$ cat config.mk
export PLATFORM = sky130hd
export DESIGN_NAME = ad_ip_jesd204_tpl_dac_fifo
export DESIGN_NICKNAME = d
export VERILOG_FILES = /design/src/rtl/ad_ip_jesd204_tpl_dac_fifo.sv
export SDC_FILE = /design/constraint.sdc
export NUM_CORES = 2
export LEC_CHECK = 0
export BUFFER_PORTS_ARGS = -buffer_cell sky130_fd_sc_hd__buf_2
export CAP_MARGIN = 5
export CORE_ASPECT_RATIO = 2
export CORE_UTILIZATION = 25
export CTS_CLUSTER_DIAMETER = 40
export DETAILED_ROUTE_END_ITERATION = 16
export GPL_TIMING_DRIVEN = 0
export MAX_ROUTING_LAYER = met4
export PLACE_DENSITY = 0.48
export SYNTH_ARGS = -nofsm -noshare
export SYNTH_HDL_FRONTEND = slang
export SYNTH_SLANG_ARGS = --single-unit
$ cat constraint.sdc
create_clock -name clk -period 8.9 [get_ports clk]
set_clock_uncertainty 0.15 [all_clocks]
set_input_delay 1.78 -clock clk [delete_from_list [all_inputs] [get_ports clk]]
set_output_delay 1.78 -clock clk [all_outputs]
set_load 0.01 [all_outputs]
$ cat src/rtl/ad_ip_jesd204_tpl_dac_fifo.sv
// ----------------------------------------------------------------------------
// ad_ip_jesd204_tpl_dac_fifo
//
// Elastic sample buffer in the link_clk domain, placed directly in front of
// the JESD204 TPL DAC core. DMA beats arrive on an AXI-Stream slave. They are
// held until the buffer reaches PREFILL_LEVEL beats. After that the TPL pops
// one beat per request. The buffer empties itself whenever the TPL clears all
// channel enables.
//
// Ports:
//   clk           link_clk; every register updates on the rising edge
//   resetn        synchronous active-low reset
//   s_axis_valid  DMA beat valid
//   s_axis_ready  the block can take a beat (registered state only)
//   s_axis_data   DMA beat, DATA_WIDTH bits
//   enable        TPL channel enables; when none is set, the buffer flushes
//   dac_valid     TPL per-channel read request; the request is the OR of bits
//   dac_ddata     sample beat to the TPL, one cycle after the request
//   dac_dunf      one-cycle underflow flag, raised only while serving (RUN)
//   fifo_level    current occupancy, 0..2**ADDR_WIDTH
//
// Build option:
//   AD_IP_JESD204_TPL_DAC_FIFO_UNF_HOLD_EN - when defined, an underflow keeps
//   the last dac_ddata value instead of loading zero. dac_dunf is still
//   raised. When undefined, an underflow loads zero.
// ----------------------------------------------------------------------------
module ad_ip_jesd204_tpl_dac_fifo #(
    parameter int NUM_CHANNELS  = 2,
    parameter int DATA_WIDTH    = 128,
    parameter int ADDR_WIDTH    = 5,
    parameter int PREFILL_LEVEL = 16
) (
    input  logic                    clk,
    input  logic                    resetn,
    input  logic                    s_axis_valid,
    output logic                    s_axis_ready,
    input  logic [DATA_WIDTH-1:0]   s_axis_data,
    input  logic [NUM_CHANNELS-1:0] enable,
    input  logic [NUM_CHANNELS-1:0] dac_valid,
    output logic [DATA_WIDTH-1:0]   dac_ddata,
    output logic                    dac_dunf,
    output logic [ADDR_WIDTH:0]     fifo_level
);

    localparam int DEPTH = 2 ** ADDR_WIDTH;
    localparam logic [ADDR_WIDTH:0] DEPTH_L   = {1'b1, {ADDR_WIDTH{1'b0}}};
    localparam logic [ADDR_WIDTH:0] PREFILL_L = (ADDR_WIDTH + 1)'(PREFILL_LEVEL);

    typedef enum logic [1:0] {
        IDLE    = 2'd0,
        PREFILL = 2'd1,
        RUN     = 2'd2
    } state_t;

    state_t                  state;
    logic [ADDR_WIDTH-1:0]   wr_ptr;
    logic [ADDR_WIDTH-1:0]   rd_ptr;
    logic [DATA_WIDTH-1:0]   mem [DEPTH];

    logic                    any_enable;
    logic                    request;
    logic                    wr;
    logic                    rd;
    logic                    mem_we;
    logic [ADDR_WIDTH:0]     level_next;

    assign any_enable = |enable;
    assign request    = |dac_valid;

    // Ready depends only on registered state. A read in the same cycle at
    // full does not open a slot.
    assign s_axis_ready = (state != IDLE) && (fifo_level != DEPTH_L);
    assign wr           = s_axis_valid && s_axis_ready;
    assign rd           = (state == RUN) && request && (fifo_level != '0);

    // A beat that is handshaked while reset is asserted or the buffer is
    // flushing must not touch storage.
    assign mem_we = wr && resetn && any_enable;

    always_comb begin
        level_next = fifo_level;
        if (wr && !rd) begin
            level_next = fifo_level + 1'b1;
        end else if (rd && !wr) begin
            level_next = fifo_level - 1'b1;
        end
    end

    // The sample storage has no reset. Stale contents can never be read,
    // because the pointers and the level are cleared together.
    always_ff @(posedge clk) begin
        if (mem_we) begin
            mem[wr_ptr] <= s_axis_data;
        end
    end

    always_ff @(posedge clk) begin
        if (!resetn) begin
            state      <= IDLE;
            wr_ptr     <= '0;
            rd_ptr     <= '0;
            fifo_level <= '0;
            dac_ddata  <= '0;
            dac_dunf   <= 1'b0;
        end else if (!any_enable) begin
            // Flush in one cycle, whatever the current state.
            state      <= IDLE;
            wr_ptr     <= '0;
            rd_ptr     <= '0;
            fifo_level <= '0;
            dac_ddata  <= '0;
            dac_dunf   <= 1'b0;
        end else begin
            if (wr) begin
                wr_ptr <= wr_ptr + 1'b1;
            end
            fifo_level <= level_next;

            case (state)
                IDLE: begin
                    state     <= PREFILL;
                    dac_ddata <= '0;
                    dac_dunf  <= 1'b0;
                end

                PREFILL: begin
                    // Requests are answered with zero data and are not
                    // treated as underflow.
                    dac_ddata <= '0;
                    dac_dunf  <= 1'b0;
                    if (level_next >= PREFILL_L) begin
                        state <= RUN;
                    end
                end

                RUN: begin
                    if (rd) begin
                        dac_ddata <= mem[rd_ptr];
                        dac_dunf  <= 1'b0;
                        rd_ptr    <= rd_ptr + 1'b1;
                    end else if (request) begin
                        // An empty read. A beat written in this same cycle
                        // is not visible yet.
`ifdef AD_IP_JESD204_TPL_DAC_FIFO_UNF_HOLD_EN
                        dac_ddata <= dac_ddata;
`else
                        dac_ddata <= '0;
`endif
                        dac_dunf  <= 1'b1;
                    end else begin
                        dac_dunf  <= 1'b0;
                    end
                end

                default: begin
                    state <= IDLE;
                end
            endcase
        end
    end

endmodule

### Word-level counts from Yosys, hierarchy flattened

Memories as Yosys holds them, arrays and structs flattened. A register that Yosys moved wholly into a read port is not among the register bits.
Index checks and enable logic that the tools add are counted.

* $add $sub $neg: 4
* order comparisons: 1
* eq/ne operators: 5
* mux-type cells: 14
* bitwise logic cells: 1
* reductions and logical operators: 21

Operators by type and width (count)
* $mux W128: 2
* $pmux W128 S2: 1
* $mux W6: 2
* $add A5 B1 Y5 const B: 2
* $mux W5: 2
* $logic_and A1 B1 Y1: 8
* $reduce_and A2 Y1: 4
* $add A6 B1 Y6 const B: 1
* $ge A6 B5 Y1 const B: 1
* $ne A6 B6 Y1 const B: 1
* $pmux W2 S3: 1
* $reduce_bool A6 Y1: 1
* $reduce_or A2 Y1: 3
* $sub A6 B1 Y6 const B: 1
* $mux W1: 4
* $reduce_bool A2 Y1: 2
* $ne A3 B3 Y1 const B: 1
* $eq A2 B1 Y1 const B: 1
* $eq A2 B2 Y1 const B: 1
* $logic_not A1 Y1: 2
* $logic_not A2 Y1: 1
* $mux W2: 1
* $ne A2 B2 Y1 const B: 1
* $pmux W1 S2: 1
* $not A1 Y1: 1

* bits in registers: 147
* RAM bits: 4096
* input bits: 135
* memories kept: 1

Memory list
* mem: depth 32, bits a word 128, rd ports 1, clocked after memory_dff 1, write ports 1, RTL line 58 `logic [DATA_WIDTH-1:0] mem [DEPTH];`

### Logic depth before layout (Yosys ltp)

* word-level depth: 10
* gate-level depth with buffers: 13
* mapped depth without buffers: 11

### Worst setup path after synthesis

Ideal clock, no wire load.

* path kind: input to register
* start point: input port s_axis_valid
* end point: memory mem[13][0] (enable)
* setup time: 617 ps
* arrival time: 7901 ps
* data required time: 8133 ps
* setup slack: 232 ps
* stages: 5
* cells stage by stage: inv_1 -> a211oi_1 -> buf_2 -> nand3_1 -> nor2_1

* cells in the longest elaborated chain, start to end: 5

Ends and longest elaborated chain
* from (decl): RTL line 35 `input logic s_axis_valid,`
* $logic_and A1 B1 Y1: RTL line 73 `assign wr = s_axis_valid && s_axis_ready;`
* $logic_and A1 B1 Y1 (2 in series): RTL line 78 `assign mem_we = wr && resetn && any_enable;`
* $mux W1: RTL line 92 `if (mem_we) begin`
* $mux W1 (not written as such): RTL line 93 `mem[wr_ptr] <= s_axis_data;`
* to (decl): RTL line 58

Every way passes these cells.

### Final worst setup path

* start point: register fifo_level[0]
* end point: memory mem[30][29] (enable)

* cells in the longest elaborated chain, start to end: 7

Ends and longest elaborated chain
* from (decl): RTL line 42 `output logic [ADDR_WIDTH:0] fifo_level`
* from (signal assigned): RTL line 117 `fifo_level <= level_next;`
* $ne A6 B6 Y1: RTL line 72 `assign s_axis_ready = (state != IDLE) && (fifo_level != DEPTH_L);`
* $logic_and A1 B1 Y1: RTL line 72
* $logic_and A1 B1 Y1: RTL line 73
* $logic_and A1 B1 Y1 (2 in series): RTL line 78
* $mux W1: RTL line 92
* $mux W1 (not written as such): RTL line 93

Every way passes these cells.

==> results.json <==
{
  "status": "finished clean",
  "yosysWarnings": 0,
  "synth_edf_count": 4096,
  "core_sq_um": 642000,
  "clkLatencyLatePin_ns": 0.96,
  "die_area_sq_um": 648000,
  "cts_resized": 0,
  "met3_usage_pct": 2.56,
  "tightest_slew_ns": 1.25,
  "ant_nets": 0,
  "endpoint_kind": "register",
  "grt-ovfl-total": 0,
  "syn_area_sq_um": 161000,
  "synth_top_area_cell": "edfxtp_1",
  "num_rows": 416,
  "synth-seq-cells": 4248,
  "cts_buffers": 345,
  "vias_per_cell": 4.46,
  "grt_pass1_vias": 80900,
  "first_pass_iters": 5,
  "synth_area_leaders": "edfxtp_1 76%, mux4_2 14%, dfxtp_1 1.9%, a22o_1 1.4%, o221ai_2 1.1%",
  "regArea_sq_um": 126000,
  "cap_violations": 0,
  "clk_pin_slew_ns": 0.08,
  "max-vdd-ir-drop_mv": 0.149,
  "ioPinCount": 271,
  "clock-root-buffer": "clkbuf_16",
  "die_w_um": 570,
  "leakage_nw": 56.3,
  "gp_congestion": 0.746,
  "rsz0062_at_grt": "no",
  "cts_tree": "done",
  "vias": 73500,
  "cp_max_fo": 20,
  "whs_ns": 0.355,
  "drt_iter0_drc": 5441,
  "cts_buffer_depth": 4,
  "worstSetupPathType": "register to register",
  "synth-seq-area-share_pct": 78.2,
  "chipHeight_mm": 1.14,
  "place_hpwl_mm": 339,
  "total_power_mw": 38.2,
  "port-buffer-count": 270,
  "slew_violations": 0,
  "tns_ns": 0,
  "max_freq_mhz": 180,
  "post-route-min-period_ns": 5.54,
  "synth_top_area_share_pct": 76.3,
  "arrival_ns": 6.00,
  "busiest_layer": "met2",
  "htree_levels": 5,
  "syn_inst": 6709,
  "post-route-period-util_pct": 62.3,
  "grt_pass1_wl_mm": 652,
  "fillers": 61800,
  "slew-limit-headroom_pct": 16.6,
  "start_util_pct": 25.1,
  "synth-async-reset-ratio_pct": 0,
  "gr-usage-met1_pct": 14.1,
  "antenna_found_initial": 97,
  "cts_sinks": 4248,
  "ys.flop_type": "edfxtp_1",
  "worstSetupStartpointType": "register",
  "met2_usage_pct": 29.4,
  "wl_per_cell_um": 28.8,
  "worstPathRequired_ns": 9.36,
  "hold_viol_final": 0,
  "setup_viol": 0,
  "synth_area_per_cell_sq_um": 24.0,
  "hp-class": "register to register",
  "grt_use_total_pct": 14.8,
  "final_nets": 7701,
  "ys_types": 47,
  "mappedNetlistNets": 6854,
  "multi_input_area_sq_um": 33100,
  "cts_setup_buffers": 0,
  "wl_mm": 475,
  "post-route-drc-count": 0,
  "final_layout_size_suffix_gt1_share_pct": 34.9,
  "area_growth_pct": 17.9,
  "grt_max_degree": 33,
  "power.density_nw_per_um2": 201,
  "postCtsHoldBufs": 0
}
-- Yosys cell counts (9+ instances only) --
library cell / instances
nand3_1: 9
buf_4: 29
buf_1: 20
edfxtp_1: 4096
dfxtp_1: 152
a22oi_1: 9
mux4_2: 1024
inv_1: 10
nor2_1: 187
mux2i_1: 130
a22oi_2: 120
o221ai_2: 120
mux2_2: 128
clkbuf_1: 90
a22o_1: 256
buf_2: 178
ha_1: 10
buf_6: 63
-- routing by layer --
metal	wire length [um]	part of all wire, %
met2	279000	59
met3	22800	4.8
met1	158000	33
met4	15100	3.2
met5	0	0
-- report_power, final --
group / total [mW] / internal [mW] / switching [mW] / leakage, nW
Clock: 15.9 / 8.56 / 7.38 / 5.62
Sequential: 21.9 / 21.9 / 0.00538 / 38.0
Combinational: 0.359 / 0.0482 / 0.310 / 12.7
Total: 38.2 / 30.5 / 7.69 / 56.3
-- logic make-up after synthesis --
kind of cell / Yosys count / share of synthesized area [%]
buffers and inverters: 390 / 1.41
AND/OR/NAND/NOR: 230 / 0.599
XOR/XNOR: 10 / 0.0544
multiplexers: 1282 / 16.0
flip-flops: 4248 / 78.2
adder cells (fa/ha/maj): 10 / 0.0776
AO/OA/AOI/OAI: 539 / 3.63
-- worst max-delay path: stages (launching register included) --
cell	delay, ns
dfxtp_1	0.45
inv_1	0.14
ha_1	0.25
nor4b_1	0.17
a211oi_1	0.78
buf_2	0.38
nand3_1	0.66
nor2_4	0.74
buf_12	0.29
buf_12	0.23
buf_12	0.22
buf_12	0.22
buf_16	0.19
buf_16	0.19
-- final timing paths --
kind                  from       endpoint  slack (ns)  cells after the start
max          fifo_level[0]    mem[30][29]        3.36                     13
min          dac_ddata[34]  dac_ddata[34]        0.35                      2
max reg2reg  fifo_level[0]    mem[30][29]        3.36                     13
min reg2reg  dac_ddata[34]  dac_ddata[34]        0.35                      2
-- per-stage QoR --
step                instance area [sq um]  cells  setup WS (ns)  util [%]
finish                             190000  16500           3.36      29.6
global placement                   173000  15500          -9.93      27.0
detailed placement                 178000  15800           2.59      27.8
floorplan                          161000   6709          0.232         -
global route                       190000  16500           3.35      29.6
CTS                                190000  16400           3.36      29.6
-- flip-flops by register name, indices dropped and copies added (netlist names), named ones only --
signal / cells
state: 2
wr_ptr: 5
rd_ptr: 5
fifo_level: 3
dac_ddata: 128
dac_dunf: 1
mem: 4096
-- cell type report --
class	instances	area share (%)
Sequential cell	4248	66.4
Multi-Input combinational cell	2071	17.4
Tap cell	8569	5.65
Clock buffer	423	4.80
Timing Repair Buffer	500	3.23
Clock inverter	215	1.26
Buffer	380	1.18
Antenna cell	63	0.0830
Inverter	10	0.0198
-- placed cells by master (no fill, tap or decap), types with 130 or more instances in the layout --
cell type and count:
mux4_2 1024, dfxtp_1 152, buf_12 204, buf_2 448, nor2_1 155, mux2i_1 130
edfxtp_1 4096, clkbuf_16 348, clkbuf_1 144, a22o_1 256
No activity file was read; power rests on OpenSTA's default activity.
